[src/rtl/tt_uio_pkg.sv]
// Shared types and constants for the uio pin arbiter family.
package tt_uio_pkg;

    typedef enum logic [1:0] {
        IDLE = 2'd0,
        TURN = 2'd1,
        OWN  = 2'd2
    } state_t;

    localparam int                 UIO_W    = 8;
    localparam logic [UIO_W-1:0]   OE_DRIVE = 8'hFF;
    localparam logic [UIO_W-1:0]   OE_HIZ   = 8'h00;

    function automatic logic [UIO_W-1:0] oe_for(input logic drive);
        return drive ? OE_DRIVE : OE_HIZ;
    endfunction

endpackage

[src/rtl/tt_uio_arbiter_if.sv]
// Requester and pin-side signals of the uio arbiter, bundled for port lists.
interface tt_uio_arbiter_if #(
    parameter int NREQ = 4
);
    import tt_uio_pkg::*;

    logic [NREQ-1:0]       req;
    logic [NREQ-1:0]       dir;
    logic [UIO_W*NREQ-1:0] wdata;
    logic [NREQ-1:0]       grant;
    logic [UIO_W-1:0]      rdata;
    logic [UIO_W-1:0]      uio_in;
    logic [UIO_W-1:0]      uio_out;
    logic [UIO_W-1:0]      uio_oe;

    // master: user logic plus pad side; slave: the arbiter itself
    modport master (
        output req, dir, wdata, uio_in,
        input  grant, rdata, uio_out, uio_oe
    );

    modport slave (
        input  req, dir, wdata, uio_in,
        output grant, rdata, uio_out, uio_oe
    );

endinterface

[src/rtl/rr_pick.sv]
// Combinational round-robin priority encoder: first set request at or above
// rr_ptr_i, wrapping from NREQ-1 back to 0.
module rr_pick #(
    parameter  int NREQ  = 4,
    localparam int IDX_W = $clog2(NREQ)
) (
    input  logic [NREQ-1:0]  req_i,
    input  logic [IDX_W-1:0] rr_ptr_i,
    output logic             valid_o,
    output logic [IDX_W-1:0] index_o
);

    localparam int CW = IDX_W + 1;

    logic [CW-1:0] cand;

    always_comb begin
        valid_o = 1'b0;
        index_o = '0;
        cand    = '0;
        for (int i = 0; i < NREQ; i++) begin
            cand = {1'b0, rr_ptr_i} + CW'(i);
            if (cand >= CW'(NREQ)) begin
                cand = cand - CW'(NREQ);
            end
            if (!valid_o && req_i[cand[IDX_W-1:0]]) begin
                valid_o = 1'b1;
                index_o = cand[IDX_W-1:0];
            end
        end
    end

endmodule

[src/rtl/tt_uio_arbiter.sv]
// Round-robin owner of the eight uio pins with a Hi-Z turnaround between
// owners and a hold limit that only bites when someone else is waiting.
//
// state | meaning
// IDLE  | pins released, waiting for ena and a request
// TURN  | winner latched, pins kept Hi-Z for TURNAROUND cycles
// OWN   | winner drives or reads the pins, hold timer running
module tt_uio_arbiter
    import tt_uio_pkg::*;
#(
    parameter int NREQ       = 4,
    parameter int TURNAROUND = 1,
    parameter int MAX_HOLD   = 16
) (
    input  logic            clk,
    input  logic            rst_n,
    input  logic            ena_i,
    tt_uio_arbiter_if.slave bus,
    output logic            busy_o,
    output logic            timeout_o
);

    localparam int IDX_W  = $clog2(NREQ);
    localparam int TURN_W = 3;
    localparam int HOLD_W = (MAX_HOLD < 2) ? 1 : $clog2(MAX_HOLD);

    // both timers count down to a zero terminal count
    localparam logic [TURN_W-1:0] TURN_LOAD = (TURNAROUND > 0) ? TURN_W'(TURNAROUND - 1) : '0;
    localparam logic [HOLD_W-1:0] HOLD_LOAD = (MAX_HOLD > 0) ? HOLD_W'(MAX_HOLD - 1) : '0;

    state_t            state_q, state_d;
    logic [IDX_W-1:0]  win_q, win_d;
    logic [IDX_W-1:0]  rr_ptr_q, rr_ptr_d;
    logic              dir_q, dir_d;
    logic [TURN_W-1:0] turn_cnt_q, turn_cnt_d;
    logic [HOLD_W-1:0] hold_cnt_q, hold_cnt_d;
    logic [NREQ-1:0]   grant_q, grant_d;
    logic [UIO_W-1:0]  oe_q, oe_d;
    logic [UIO_W-1:0]  out_q, out_d;
    logic [UIO_W-1:0]  rdata_q;
    logic              timeout_q, timeout_d;

    logic              pick_valid;
    logic [IDX_W-1:0]  pick_idx;
    logic [IDX_W-1:0]  own_idx;
    logic [NREQ-1:0]   own_mask;
    logic [UIO_W-1:0]  sel_wdata;
    logic              sel_dir;
    logic              forced;
    logic              drop_own;
    logic              enter_own;

    rr_pick #(.NREQ(NREQ)) u_rr_pick (
        .req_i    (bus.req),
        .rr_ptr_i (rr_ptr_q),
        .valid_o  (pick_valid),
        .index_o  (pick_idx)
    );

    // in IDLE the candidate is the fresh pick, otherwise the latched winner
    always_comb begin
        own_idx           = (state_q == IDLE) ? pick_idx : win_q;
        own_mask          = '0;
        own_mask[own_idx] = 1'b1;
        sel_wdata         = '0;
        sel_dir           = 1'b0;
        for (int i = 0; i < NREQ; i++) begin
            if (own_idx == IDX_W'(i)) begin
                sel_wdata = bus.wdata[i*UIO_W +: UIO_W];
                sel_dir   = bus.dir[i];
            end
        end
    end

    assign forced   = (MAX_HOLD != 0) && (hold_cnt_q == '0) && ((bus.req & ~own_mask) != '0);
    assign drop_own = !bus.req[win_q] || !ena_i || forced;

    always_comb begin
        state_d    = state_q;
        win_d      = win_q;
        dir_d      = dir_q;
        rr_ptr_d   = rr_ptr_q;
        turn_cnt_d = turn_cnt_q;
        hold_cnt_d = hold_cnt_q;
        grant_d    = grant_q;
        oe_d       = oe_q;
        out_d      = out_q;
        timeout_d  = 1'b0;
        enter_own  = 1'b0;

        unique case (state_q)
            IDLE: begin
                if (ena_i && pick_valid) begin
                    win_d = pick_idx;
                    dir_d = sel_dir;
                    if (TURNAROUND == 0) begin
                        enter_own = 1'b1;
                    end else begin
                        state_d    = TURN;
                        turn_cnt_d = TURN_LOAD;
                    end
                end
            end
            TURN: begin
                if (!ena_i) begin
                    state_d = IDLE;
                end else if (turn_cnt_q == '0) begin
                    enter_own = 1'b1;
                end else begin
                    turn_cnt_d = turn_cnt_q - 1'b1;
                end
            end
            OWN: begin
                if (drop_own) begin
                    state_d   = IDLE;
                    grant_d   = '0;
                    oe_d      = OE_HIZ;
                    out_d     = '0;
                    rr_ptr_d  = (win_q == IDX_W'(NREQ - 1)) ? '0 : win_q + 1'b1;
                    timeout_d = forced && bus.req[win_q] && ena_i;
                end else begin
                    out_d = sel_wdata;
                    if (hold_cnt_q != '0) begin
                        hold_cnt_d = hold_cnt_q - 1'b1;
                    end
                end
            end
            default: begin
                state_d = IDLE;
            end
        endcase

        if (enter_own) begin
            state_d    = OWN;
            grant_d    = own_mask;
            oe_d       = oe_for(dir_d);
            out_d      = sel_wdata;
            hold_cnt_d = HOLD_LOAD;
        end
    end

    always_ff @(posedge clk or negedge rst_n) begin
        if (!rst_n) begin
            state_q    <= IDLE;
            win_q      <= '0;
            dir_q      <= 1'b0;
            rr_ptr_q   <= '0;
            turn_cnt_q <= '0;
            hold_cnt_q <= '0;
            grant_q    <= '0;
            oe_q       <= OE_HIZ;
            out_q      <= '0;
            rdata_q    <= '0;
            timeout_q  <= 1'b0;
        end else begin
            state_q    <= state_d;
            win_q      <= win_d;
            dir_q      <= dir_d;
            rr_ptr_q   <= rr_ptr_d;
            turn_cnt_q <= turn_cnt_d;
            hold_cnt_q <= hold_cnt_d;
            grant_q    <= grant_d;
            oe_q       <= oe_d;
            out_q      <= out_d;
            rdata_q    <= bus.uio_in;
            timeout_q  <= timeout_d;
        end
    end

    assign bus.grant   = grant_q;
    assign bus.uio_oe  = oe_q;
    assign bus.uio_out = out_q;
    assign bus.rdata   = rdata_q;
    assign busy_o      = (state_q != IDLE);
    assign timeout_o   = timeout_q;

endmodule

[src/flat_wrapper.sv]
// flat-port wrapper written by rule: the top's interface ports become plain ports
module tt_uio_arbiter_flat import tt_uio_pkg::*;
#(
    parameter int NREQ       = 4,
    parameter int TURNAROUND = 1,
    parameter int MAX_HOLD   = 16
)
  (clk, rst_n, ena_i, busy_o, timeout_o, bus_req, bus_dir, bus_wdata, bus_uio_in, bus_grant, bus_rdata, bus_uio_out, bus_uio_oe);
  tt_uio_arbiter_if #(.NREQ(NREQ)) bus_i ();
  input  logic clk;
  input  logic rst_n;
  input  logic ena_i;
  output logic busy_o;
  output logic timeout_o;
  input wire logic [$bits(bus_i.req)-1:0] bus_req;
  input wire logic [$bits(bus_i.dir)-1:0] bus_dir;
  input wire logic [$bits(bus_i.wdata)-1:0] bus_wdata;
  input wire logic [$bits(bus_i.uio_in)-1:0] bus_uio_in;
  output wire logic [$bits(bus_i.grant)-1:0] bus_grant;
  output wire logic [$bits(bus_i.rdata)-1:0] bus_rdata;
  output wire logic [$bits(bus_i.uio_out)-1:0] bus_uio_out;
  output wire logic [$bits(bus_i.uio_oe)-1:0] bus_uio_oe;
  assign bus_i.req = bus_req;
  assign bus_i.dir = bus_dir;
  assign bus_i.wdata = bus_wdata;
  assign bus_i.uio_in = bus_uio_in;
  assign bus_grant = bus_i.grant;
  assign bus_rdata = bus_i.rdata;
  assign bus_uio_out = bus_i.uio_out;
  assign bus_uio_oe = bus_i.uio_oe;
  tt_uio_arbiter #(.NREQ(NREQ), .TURNAROUND(TURNAROUND), .MAX_HOLD(MAX_HOLD)) u_core (.clk(clk), .rst_n(rst_n), .ena_i(ena_i), .bus(bus_i), .busy_o(busy_o), .timeout_o(timeout_o));
endmodule
[config.mk]
export PLATFORM = sky130hd
export DESIGN_NAME = tt_uio_arbiter_flat
export DESIGN_NICKNAME = d
export VERILOG_FILES = /design/src/rtl/tt_uio_pkg.sv /design/src/rtl/tt_uio_arbiter_if.sv /design/src/rtl/rr_pick.sv /design/src/rtl/tt_uio_arbiter.sv /design/src/flat_wrapper.sv
export SDC_FILE = /design/constraint.sdc
export NUM_CORES = 1
export LEC_CHECK = 0
export CAP_MARGIN = 20
export CORE_MARGIN = 5
export CORE_UTILIZATION = 47
export DETAILED_ROUTE_END_ITERATION = 8
export HOLD_SLACK_MARGIN = 0.02
export PLACE_DENSITY = 0.86
export SYNTH_ARGS = -nofsm -noshare
export SYNTH_HDL_FRONTEND = slang
export SYNTH_SLANG_ARGS = --single-unit
[constraint.sdc]
create_clock -name clk -period 4.8 [get_ports clk]
set_clock_uncertainty 0.2 [all_clocks]
set_input_delay 0.96 -clock clk [delete_from_list [all_inputs] [get_ports clk]]
set_output_delay 0.96 -clock clk [all_outputs]
set_load 0.05 [all_outputs]
==> out/qor.yml <==
critPathKind: "input pin to flip-flop"
dp_cells: 327
cts_made_buffers: 5
start_util: 0.494
synthAdderAreaFrac: 0.0312
cts_max_level: 2
syn2layout_area_growth_pct: 45.6
postPlaceCellArea_um2: 2810
post_cts_buffers: 0
finalHoldViolations: 0
finalMaxSlewViolations: 0
cp-start-kind: "input pin"
cts_resized: 0
synth_edf_count: 0
synth_mux_area_frac: 0.0418
ys.flop_type: "dfrtp_1"
finalCritPeriodShare: 0.718
gr-total-overflow: 0
yosys.area_share.simple: 0.184
synth_top_family_by_area: "compound AO/OA/AOI/OAI gates"
io_buffers: 80
grt_pass1_vias: 1723
finalPower_mw: 1.88
synth_area_leaders: "dfrtp_1 (45%), nand2_1 (6.4%), a22o_1 (4.8%), a31oi_1 (3.1%), ha_1 (3.1%)"
clkTransAtPathRegs_ps: 80
ant_nets: 0
grt_setup_unrepaired: "false"
finalCriticalPeriod_ps: 3440
die_area_um2: 5670
cp-end-kind: "flip-flop"
cts.sinks: 36
gr-usage-all-layers: 0.186
drc: 0
gp_congestion: 0.856
yosysMostFrequentCell: "dfrtp_1"
fin_util: 0.719
ir_worst_vdd_v: 0.000546
final_cell_count_no_fill: 335
grt_first_pass_wirelength_um: 7940
worst_ep_required_time_ps: 4780
drv_cap: 0
worst_slack_ps: 1360
cp_max_fo: 8
dr.pass1.iters: 4
synth_top_area_cell: "dfrtp_1"
synth.distinct_cells: 47
dp_hpwl_um: 4070
timing.fmax_mhz: 290
clockBufferDepth: 2
nets: 340
synth_seq_cells: 36
root_buffer: "clkbuf_8"
die_y_um: 75.3
cp_cell_sequence: "clkdlybuf4s50_1, and2b_1, a311oi_2, nor2_2, mux2i_1, a32oi_1, o221a_2, mux2_4"
syn_area_per_cell_um2: 9.59
synth_compound_area_frac: 0.220
syn_area_um2: 2000
yosysTopAreaCellShare: 0.449
fp-row-count: 23
worst_pin_slew_ps: 760
wl_per_cell_um: 16.0
drive_above_1_share: 0.0842
antenna_found_initial: 0
finalSetupTns_ps: 0
clock_latency_ps: 290
first_iter_violations: 61
yosysSeqAreaShare: 0.449
vias: 1853
fin_area_um2: 2920
synthXorXnorAreaFrac: 0.0131
pwr_density_cell_nw_per_um2: 645
synth_commonest_cells: "dfrtp_1 (36), nand2_1 (34), a22o_1 (11)"
holdWs_ps: 307
critPathBufInv: 1
grt_start_max_net_pins: 37
cp_top_family: "compound AO/OA/AOI/OAI gates"
place_ws_ps: 1060
p_leak_nw: 1.21
cp.arrival_ps: 3430
die_w_um: 75.3
status: "complete, no violations"
relSlewSlack: 0.491
hold_class: "flip-flop to flip-flop"
vias_per_cell: 5.53
cts_tree: "built"
synth_nets: 265
cts_hold_buf: 0
crit_path_max_incr_delay_ps: 540
setup_viol: 0
io_pins: 81
async_reset_ff_frac: 1.00
wl_um: 5350
ys_warn_count: 0
syn_inst: 209
cp_slowest_cell: "clkdlybuf4s50_1"
antenna_cells: 0
core_region_area_um2: 4060
[final timing paths]
path,start,to,slack [ps],depth (start not counted)
worst max-delay path,bus_req[2],u_core.rr_ptr_q[1],1360,8
max in group asynchronous,rst_n,u_core.bus.rdata[2],3220,2
min in group asynchronous,rst_n,u_core.rr_ptr_q[1],870,2
worst min-delay path,u_core.bus.uio_out[2],u_core.bus.uio_out[2],310,1
worst min register to register,u_core.bus.uio_out[2],u_core.bus.uio_out[2],310,1
worst max register to register,u_core.state_q[0],u_core.rr_ptr_q[1],2150,7
[worst reg2reg max path, cell delays in order (launching register included)]
cell      delay [ps]
dfrtp_1          480
nor2_2           370
nor2_1            70
a21boi_0         280
mux2i_1          110
a32oi_1          350
o221a_2          370
mux2_4           310
[layout by cell type, fill, tap and decap left out, drive strengths merged, types with 2 or more instances in the layout]
cell type	synthesis	layout
a211oi	8	8
a21boi	2	2
a21o	2	2
a21oi	5	5
a22o	11	11
a31oi	10	10
and2	10	10
buf	11	3
clkbuf	4	5
clkdlybuf4s50	0	80
dfrtp	36	36
ha	5	5
inv	9	9
mux2	3	3
mux2i	2	2
nand2	34	34
nand2b	4	4
nand3	5	5
nor2	11	11
nor2b	2	2
nor3b	2	2
o211ai	2	2
o21ai	6	6
o22ai	4	4
o31ai	3	3
o32ai	2	2
or3	2	2
xnor2	3	3
[power breakdown]
part	total, mW	internal (mW)	leakage [nW]	switching, mW
Clock	0.269	0.154	0.0541	0.116
Combinational	1.12	0.434	0.719	0.684
Sequential	0.496	0.402	0.440	0.0945
Total	1.88	0.989	1.21	0.894
[registers in the layout, summed over array words and instances (netlist names)]
| name | flops |
|---|---|
| u_core.rr_ptr_q | 2 |
| u_core.hold_cnt_q | 4 |
| u_core.bus.grant | 4 |
| u_core.state_q | 2 |
| u_core.dir_q | 1 |
| u_core.bus.uio_out | 8 |
| u_core.timeout_o | 1 |
| u_core.turn_cnt_q | 3 |
| u_core.bus.uio_oe | 1 |
| u_core.bus.rdata | 8 |
| u_core.win_q | 2 |
[layout make-up]
cell class | instances | area (um2)
clock buffer | 5 | 68.8
clock inverter | 3 | 42.5
fill | 321 | 1140
inverter | 9 | 33.8
multi-input combinational | 149 | 987
sequential | 36 | 901
tap | 50 | 62.6
timing repair buffer | 83 | 823
[logic make-up after synthesis]
group,after synthesis
compound gates,59
buf+inv,24
flops,36
xor+xnor,3
mux,6
simple gates,76
fa+ha+maj,5
[metal layers]
layer  track usage  routed length, um
met5             0                  0
met4        0.0757                100
met3        0.0369                347
met2         0.301               2710
met1         0.245               2190
(Power assumes the default switching activity.)
